--- src/rtl/fpu_pkg.sv ---
// rtl/fpu_pkg.sv - FPU opcode encodings and opcode classification helper.
package fpu_pkg;

    localparam logic [2:0] OP_ADD = 3'b000;
    localparam logic [2:0] OP_SUB = 3'b001;
    localparam logic [2:0] OP_MUL = 3'b010;
    localparam logic [2:0] OP_DIV = 3'b011;
    localparam logic [2:0] OP_CMP = 3'b100;

    function automatic logic is_arith(input logic [2:0] op);
        logic r;
        case (op)
            OP_ADD, OP_SUB, OP_MUL, OP_DIV: r = 1'b1;
            OP_CMP:                         r = 1'b0;
            default:                        r = 1'b0;
        endcase
        return r;
    endfunction

endpackage

--- src/rtl/fpu_res_fifo.sv ---
// rtl/fpu_res_fifo.sv - Generic first-word-fall-through FIFO with pointers and occupancy count.
module fpu_res_fifo #(
    parameter int WIDTH = 37,
    parameter int DEPTH = 4
) (
    input  logic                       clk,
    input  logic                       rst,
    input  logic                       push_valid,
    output logic                       push_ready,
    input  logic [WIDTH-1:0]           push_data,
    output logic                       pop_valid,
    input  logic                       pop_ready,
    output logic [WIDTH-1:0]           pop_data,
    output logic [$clog2(DEPTH):0]     count
);

    localparam int AW = $clog2(DEPTH);
    localparam int CW = AW + 1;

    logic [AW-1:0]    wr_ptr_q, wr_ptr_d;
    logic [AW-1:0]    rd_ptr_q, rd_ptr_d;
    logic [CW-1:0]    count_q, count_d;
    logic [WIDTH-1:0] mem_q [DEPTH];
    logic             push, pop;

    // Acceptance looks only at the registered count, so a same-cycle pop never frees a slot.
    assign push_ready = (count_q != CW'(DEPTH));
    assign pop_valid  = (count_q != '0);
    assign push       = push_valid & push_ready;
    assign pop        = pop_valid & pop_ready;
    assign pop_data   = pop_valid ? mem_q[rd_ptr_q] : '0;
    assign count      = count_q;

    always_comb begin
        wr_ptr_d = wr_ptr_q;
        rd_ptr_d = rd_ptr_q;
        count_d  = count_q;
        if (push) wr_ptr_d = wr_ptr_q + AW'(1);
        if (pop)  rd_ptr_d = rd_ptr_q + AW'(1);
        case ({push, pop})
            2'b10:   count_d = count_q + CW'(1);
            2'b01:   count_d = count_q - CW'(1);
            default: count_d = count_q;
        endcase
    end

    always_ff @(posedge clk) begin
        if (rst) begin
            wr_ptr_q <= '0;
            rd_ptr_q <= '0;
            count_q  <= '0;
        end else begin
            wr_ptr_q <= wr_ptr_d;
            rd_ptr_q <= rd_ptr_d;
            count_q  <= count_d;
        end
    end

    always_ff @(posedge clk) begin
        if (push) mem_q[wr_ptr_q] <= push_data;
    end

endmodule

--- src/rtl/fpu_result_stage.sv ---
// rtl/fpu_result_stage.sv - FPU result buffer with flag qualification and sticky exception status.
// Optional FPU_EXC_COUNT_EN adds saturating overflow/underflow event counters.
module fpu_result_stage
    import fpu_pkg::*;
#(
    parameter int NEXP  = 8,
    parameter int NSIG  = 23,
`ifdef FPU_EXC_COUNT_EN
    parameter int CNT_W = 16,
`endif
    parameter int DEPTH = 4
) (
    input  logic                     clk,
    input  logic                     rst,
    input  logic                     in_valid,
    output logic                     in_ready,
    input  logic [NEXP+NSIG:0]       in_p,
    input  logic [2:0]               in_opcode,
    input  logic                     in_ovf,
    input  logic                     in_unf,
    output logic                     out_valid,
    input  logic                     out_ready,
    output logic [NEXP+NSIG:0]       out_p,
    output logic [2:0]               out_opcode,
    output logic                     out_ovf,
    output logic                     out_unf,
    output logic [$clog2(DEPTH):0]   count,
    input  logic                     sticky_clr,
    output logic                     sticky_ovf,
`ifdef FPU_EXC_COUNT_EN
    output logic [CNT_W-1:0]         ovf_cnt,
    output logic [CNT_W-1:0]         unf_cnt,
`endif
    output logic                     sticky_unf
);

    localparam int W  = NEXP + NSIG + 1;
    localparam int EW = W + 5;

    logic          push;
    logic          st_ovf, st_unf;
    logic [EW-1:0] wr_entry, rd_entry;
    logic          sticky_ovf_q, sticky_ovf_d;
    logic          sticky_unf_q, sticky_unf_d;

    // Compare and reserved opcodes cannot raise exceptions; their flags are dropped at capture.
    assign st_ovf   = is_arith(in_opcode) & in_ovf;
    assign st_unf   = is_arith(in_opcode) & in_unf;
    assign push     = in_valid & in_ready;
    assign wr_entry = {in_opcode, st_ovf, st_unf, in_p};

    fpu_res_fifo #(
        .WIDTH (EW),
        .DEPTH (DEPTH)
    ) u_fifo (
        .clk        (clk),
        .rst        (rst),
        .push_valid (in_valid),
        .push_ready (in_ready),
        .push_data  (wr_entry),
        .pop_valid  (out_valid),
        .pop_ready  (out_ready),
        .pop_data   (rd_entry),
        .count      (count)
    );

    assign {out_opcode, out_ovf, out_unf, out_p} = rd_entry;

    // A setting push overrides a simultaneous clear.
    always_comb begin
        sticky_ovf_d = (sticky_ovf_q & ~sticky_clr) | (push & st_ovf);
        sticky_unf_d = (sticky_unf_q & ~sticky_clr) | (push & st_unf);
    end

    always_ff @(posedge clk) begin
        if (rst) begin
            sticky_ovf_q <= 1'b0;
            sticky_unf_q <= 1'b0;
        end else begin
            sticky_ovf_q <= sticky_ovf_d;
            sticky_unf_q <= sticky_unf_d;
        end
    end

    assign sticky_ovf = sticky_ovf_q;
    assign sticky_unf = sticky_unf_q;

`ifdef FPU_EXC_COUNT_EN
    logic [CNT_W-1:0] ovf_cnt_q, ovf_cnt_d;
    logic [CNT_W-1:0] unf_cnt_q, unf_cnt_d;

    always_comb begin
        ovf_cnt_d = ovf_cnt_q;
        unf_cnt_d = unf_cnt_q;
        if (sticky_clr) begin
            ovf_cnt_d = (push & st_ovf) ? CNT_W'(1) : '0;
            unf_cnt_d = (push & st_unf) ? CNT_W'(1) : '0;
        end else begin
            if (push & st_ovf & ~(&ovf_cnt_q)) ovf_cnt_d = ovf_cnt_q + CNT_W'(1);
            if (push & st_unf & ~(&unf_cnt_q)) unf_cnt_d = unf_cnt_q + CNT_W'(1);
        end
    end

    always_ff @(posedge clk) begin
        if (rst) begin
            ovf_cnt_q <= '0;
            unf_cnt_q <= '0;
        end else begin
            ovf_cnt_q <= ovf_cnt_d;
            unf_cnt_q <= unf_cnt_d;
        end
    end

    assign ovf_cnt = ovf_cnt_q;
    assign unf_cnt = unf_cnt_q;
`endif

endmodule

--- config.mk ---
export PLATFORM = sky130hd
export DESIGN_NAME = fpu_result_stage
export DESIGN_NICKNAME = d
export VERILOG_FILES = /design/src/rtl/fpu_pkg.sv /design/src/rtl/fpu_res_fifo.sv /design/src/rtl/fpu_result_stage.sv
export SDC_FILE = /design/constraint.sdc
export NUM_CORES = 1
export LEC_CHECK = 0
export CORE_MARGIN = 2
export CORE_UTILIZATION = 27
export CTS_BUF_LIST = sky130_fd_sc_hd__clkbuf_8
export DETAILED_ROUTE_END_ITERATION = 10
export RECOVER_POWER = 25
export SLEW_MARGIN = 20
export SYNTH_ARGS = -nofsm -noshare
export SYNTH_HDL_FRONTEND = slang
export SYNTH_SLANG_ARGS = --single-unit
--- constraint.sdc ---
create_clock -name clk -period 4.8 [get_ports clk]
set_input_delay 0.72 -clock clk [delete_from_list [all_inputs] [get_ports clk]]
set_output_delay 0.72 -clock clk [all_outputs]
set_load 0.03 [all_outputs]
==> metrics.md, run 1 <==
| Metric | Value |
|---|---|
| Core Rows | 55 |
| RSZ-0062 raised after global routing | no |
| CTS tree | done |
| Core area | 0.0225 mm2 |
| Initial antenna violation count | 2 |
| CP max stage delay | 0.89 ns |
| Power Dens Cells | 578 mW/mm2 |
| Layout area overhead | 26.1% |
| Synth warnings | 0 |
| Footprint of the multi-input gates | 0.00141 mm2 |
| Cell at the slowest stage of the critical path | dfxtp_4 |
| Fraction of layout cells with a size suffix above 1 | 20.6% |
| Most common cell after layout, fill and taps aside | edfxtp_1 |
| Slew @ Worst Pin | 0.812 ns |
| Final hold violation count | 0 |
| Skew-Pair Late Insertion Delay | about 0.43 ns |
| Commonest non-fill, non-tap cells in the layout | edfxtp_1 (148), clkdlybuf4s50_1 (62), mux4_2 (37) |
| Worst Path Required | 4.08 ns |
| GRT Total Usage | 10.6% |
| Kind of critical path | register to output port |
| Top delay family on crit path | flip-flops |
| FF-to-FF Start | u_fifo.count[2]$_SDFFE_PP0P_ |
| Number of CTS-inserted buffers | 17 |
| Via density per instance | 4.38 |
| Via Count | ~3000 |
| Reg clk slew, reported paths | 0.08 ns |
| Average wire per standard cell | approximately 17 um |
| Critical Path Sink Type | output port |
| GRT overflow | 0 |
| Register area | 0.00467 mm2 |
| Final setup viols | 0 |
| Die footprint | around 0.024 mm2 |
| Syn Std Cell Area | 0.00617 mm2 |
| HP Class | register to register |
| Syn Inst Count | ~300 |
| Top Ports | 86 |
| Die width | 155 um |
| Drt first pass iters | 4 |
| Root Driver | clkbuf_8 |
| DRT antenna net count | 0 |
| Post-CTS Resized | 0 |
| First-pass GRT wire length | 19000 um |
| Total Wirelength | 12000 um |
| Critical Path AT | 2.72 ns |
| Final nets | 437 |
| Pin count of the biggest net entering global routing | 41 |
| Hold EP | u_fifo.wr_ptr_q[1]$_SDFFE_PP0P_ |
| Minimum clock period | between 3 and 4 ns |
| H-tree Lvls | 4 |
| Setup_tns | 0 ns |
| Cell Area, Placed | 0.00732 mm2 |
| Port bufs | 85 |
| Hpwl dp | 6880 um |
| Max VDD drop | 0.000431 V |
| CTS Sinks | about 160 |
| Post-CTS Setup Inserts | 0 |
| Die H | between 150 and 200 um |
| Startpoint Class | register |
| Worst r2r path cells | 9 |
| Final Skew | 0.00968 ns |
| CP max FO | 37 |
| Cell variety after synth | 29 |
| Crit-path cells | mux4_2 -> and2b_1 -> clkdlybuf4s50_1 |
| Worst path buffer plus inverter count | 1 |
| Starting Density | 27.4% |
| Leakage | 2.47 nW |
| Number of global-route vias before repair | 3391 |
| DRC | 0 |
| CTS Buffer Depth | 2 |
| Fillers | 2118 |
| Hold Buf Count CTS | 0 |
| Rel. slew slack | 45.9% |
| Reg2Reg Capture Point | u_fifo.count[2]$_SDFFE_PP0P_ |
| Syn nets | 346 |
| Gpl congestion | 0.638 |
| FF+latch count, synth | 159 |
| WHS Path Cells | 2 |
| Fin crit share | 71.8% |
| FMAX | 290 MHz |
| Synthesized area per cell | 20.7 um2 |
| Fin. max-slew vios | 0 |
| Max Cap Viol | 0 |
| Worst Hold Launch | u_fifo.wr_ptr_q[1]$_SDFFE_PP0P_ |
| Final Instance Area | ~0.0078 mm2 |
| DRT iter0 DRCs | 122 |
| Status | completed |
| Post-synthesis sequential area ratio | 75.6% |
| R2r setup slk | 2.22 ns |
cell type report:
type,instances,share of cell area [%]
clock buffer,17,3.01
timing repair buffer,86,11.0
tap,285,4.59
sequential,159,60.1
multi-input combinational,116,18.2
antenna,1,0.0322
inverter,9,0.435
clock inverter,15,2.66
per-stage QoR:
| step | hold slack [ns] | setup slack [ns] | util, % | power [mW] | instances |
|---|---|---|---|---|---|
| 3_5_place_dp | 0.502 | 1.74 | 32.5 | 3.48 | 655 |
| 6_report | 0.524 | 1.36 | 34.6 | 4.49 | 688 |
| 3_3_place_gp | 0.464 | 1.72 | 32.5 | 3.45 | 655 |
| 2_1_floorplan | 0.459 | 2.10 | - | 2.84 | 298 |
| 5_1_grt | 0.544 | 1.14 | 34.5 | 4.74 | 687 |
| 4_1_cts | 0.514 | 1.23 | 34.5 | 4.58 | 687 |
how the worst max path moves through the flow:
stage / startpoint / slack [ns] / end / depth (start not counted)
final: register / 1.36 / out_p[30] / 3
after global routing: register / 1.14 / out_p[30] / 3
after CTS: register / 1.23 / out_unf / 3
after detailed placement: register / 1.74 / out_p[31] / 3
after global placement: register / 1.72 / out_unf / 3
after floorplan: u_fifo.count[2]$_SDFFE_PP0P_ / 2.10 / u_fifo.count[2]$_SDFFE_PP0P_ / 10
metal layers:
layer	global-route usage [%]	vias up	wire length [um]
li1	-	1356	-
met1	12.8	1582	5260
met2	17.8	60	6090
met3	3.96	10	546
met4	2.87	2	88
met5	0	-	13
logic make-up after synthesis:
kind of cell    synth area share [%]
mux                             13.9
xor+xnor                       0.426
fa+ha+maj                       1.34
buf+inv                         1.81
simple gates                    6.07
compound gates                 0.812
flops                           75.6
cells in the mapped netlist:
master / instances / area, um2
buf_2: 1 / 5.00
o31ai_1: 1 / 7.51
clkbuf_1: 7 / 26.3
and3_2: 4 / 30.0
buf_4: 4 / 30.0
a21oi_1: 3 / 15.0
inv_1: 9 / 33.8
and2b_1: 7 / 52.6
mux2i_1: 1 / 10.0
or3b_4: 1 / 11.3
nor2_1: 7 / 26.3
nor3_1: 1 / 5.00
edfxtp_1: 148 / 4440
buf_6: 1 / 11.3
o21ai_0: 2 / 10.0
nand2_1: 3 / 11.3
dfxtp_1: 11 / 220
xor2_1: 3 / 26.3
mux4_2: 37 / 833
ha_1: 5 / 62.6
nor3b_1: 2 / 15.0
and2_4: 1 / 8.76
clkbuf_2: 1 / 5.00
mux2_4: 1 / 15.0
a31o_2: 2 / 17.5
fa_1: 1 / 20.0
nor2b_1: 32 / 200
or3_2: 1 / 7.51
or3_1: 1 / 6.26
registers in the layout (all words and copies together) (netlist names), named ones only:
signal	count
u_fifo.mem_q	148
u_fifo.count	3
u_fifo.rd_ptr_q	2
u_fifo.wr_ptr_q	2
sticky_ovf	1
sticky_unf	1
worst reg2reg max path, cell delays in order (launching register included):
cell	delay, ns
dfxtp_1	0.43
or3b_4	0.45
and2_4	0.20
inv_1	0.07
ha_1	0.18
inv_1	0.06
fa_1	0.38
xor2_1	0.16
or3_2	0.42
a21oi_1	0.16
power by group:
group | switching [mW] | internal, mW
Combinational | 0.840 | 0.739
Sequential | 0.156 | 1.67
Clock | 0.511 | 0.576
No activity file was read; power rests on OpenSTA's default activity.
==> inputs of run 2 (changes only) <==
clock period = 3.1 ns   (was 4.8 ns; I/O delays follow)
==> metrics.md, run 2 (synthesis gave the netlist of run 1 again) <==
| Metric | Value |
|---|---|
| Setup WS pre-CTS | 0.428 ns |
| Slew @ Worst Pin | 0.647 ns |
| Final Skew | 0.0126 ns |
| Cell Area, Placed | 0.00742 mm2 |
| Minimum clock period | 2.88 ns |
| Commonest non-fill, non-tap cells in the layout | edfxtp_1 (148), clkdlybuf4s50_1 (60), mux4_2 (37) |
| Post-CTS Setup Inserts | 0 |
| DRT antenna net count | 0 |
| Critical Path AT | 2.41 ns |
| CTS tree | done |
| Fin crit share | 92.9% |
| CP max FO | 14 |
| Average wire per standard cell | 17.6 um |
| CTS Sinks | 159 |
| Port bufs | 85 |
| Post-CTS Resized | 0 |
| Reg clk slew, reported paths | around 0.070 ns |
| Kind of critical path | register to output port |
| Max VDD drop | 0.000747 V |
| Worst Path Required | 2.63 ns |
| Number of global-route vias before repair | 3418 |
| Final Instance Area | 0.00779 mm2 |
| Fin Hold WS | 0.487 ns |
| Via Count | 3040 |
| FMAX | 347 MHz |
| Via density per instance | 4.37 |
| Rel. slew slack | between 50 and 60% |
| RSZ-0062 raised after global routing | no |
| Setup_tns | 0 ns |
| Power Dens Cells | between 800 and 900 mW/mm2 |
| Die footprint | 0.0241 mm2 |
| Initial antenna violation count | 2 |
| CTS Buffer Depth | 2 |
| Status | completed |
| Top Ports | 86 |
| Hpwl dp | 7260 um |
| DRC | 0 |
| Most common cell after layout, fill and taps aside | edfxtp_1 |
| Core area | roughly 0.023 mm2 |
| Fin. max-slew vios | 0 |
| HP Class | register to register |
| Fraction of layout cells with a size suffix above 1 | 20.7% |
| Core Util, Final | 34.6% |
| Gpl congestion | 0.749 |
| Die width | 155 um |
| Leakage | between 2 and 3 nW |
| Layout area overhead | 26.4% |
| Pin count of the biggest net entering global routing | 41 |
| Largest register by flop count | u_fifo.mem_q |
| H-tree Lvls | 4 |
| Max reg flops | 148 |
| Die H | 155 um |
| Max Cap Viol | 0 |
| GRT Total Usage | 10.9% |
| Critical Path Sink Type | output port |
| Total Wirelength | 12300 um |
| Core Rows | 55 |
| Fillers | 2097 |
| Final hold violation count | 0 |
| Final WS setup | 0.221 ns |
| Final setup viols | 0 |
| Skew-Pair Late Insertion Delay | 0.45 ns |
| Number of CTS-inserted buffers | 17 |
| Startpoint Class | register |
| Root Driver | clkbuf_8 |
| First-pass GRT wire length | 19100 um |
| Drt first pass iters | 4 |
| DRT iter0 DRCs | between 200 and 250 |
| GRT overflow | 0 |
| Final nets | 445 |
| Starting Density | ~27% |
| Hold Buf Count CTS | 0 |
## run 2: final timing paths
path         slack (ns)                           end  depth (start not counted)                             from
max                0.22                     out_p[18]                          4                         register
min                0.49                      register                          2  u_fifo.rd_ptr_q[1]$_SDFFE_PP0P_
max reg2reg        0.47  u_fifo.count[2]$_SDFFE_PP0P_                          9     u_fifo.count[2]$_SDFFE_PP0P_
min reg2reg        0.49                      register                          2  u_fifo.rd_ptr_q[1]$_SDFFE_PP0P_
## run 2: cell type report
type / instances / area [um2] / area share [%]
clock buffers: 17 / 234 / 3.00
diodes: 1 / 2.50 / 0.0321
well taps: 285 / 357 / 4.57
flip-flops and latches: 159 / 4670 / 59.9
multi-input cells: 116 / 1400 / 17.9
inverters: 9 / 33.8 / 0.433
clock inverters: 15 / 134 / 1.72
repair buffers: 94 / 968 / 12.4
## run 2: power breakdown
group	internal [mW]	switching [mW]
combinational	1.22	1.51
clock	0.697	0.737
sequential	2.58	0.0782
## run 2: per-stage QoR
stage	total power, mW	cells
6_report	6.82	696
4_1_cts	6.97	695
5_1_grt	7.19	695
3_5_place_dp	5.51	663
3_3_place_gp	5.47	663
2_1_floorplan	4.40	298
## run 2: worst max-delay path, cell delays in order (launching register included)
cell             delay [ns]
dfxtp_4                0.36
buf_4                  0.29
mux4_2                 0.53
and2b_1                0.20
clkdlybuf4s50_1        0.60
## run 2: layer usage
metal / wire, um / track usage, % / vias up
met5: 13 / 0 / -
met4: 196 / 4.23 / 2
met3: 522 / 3.68 / 17
met2: 6380 / 18.4 / 63
met1: 5140 / 12.8 / 1583
li1: - / - / 1375
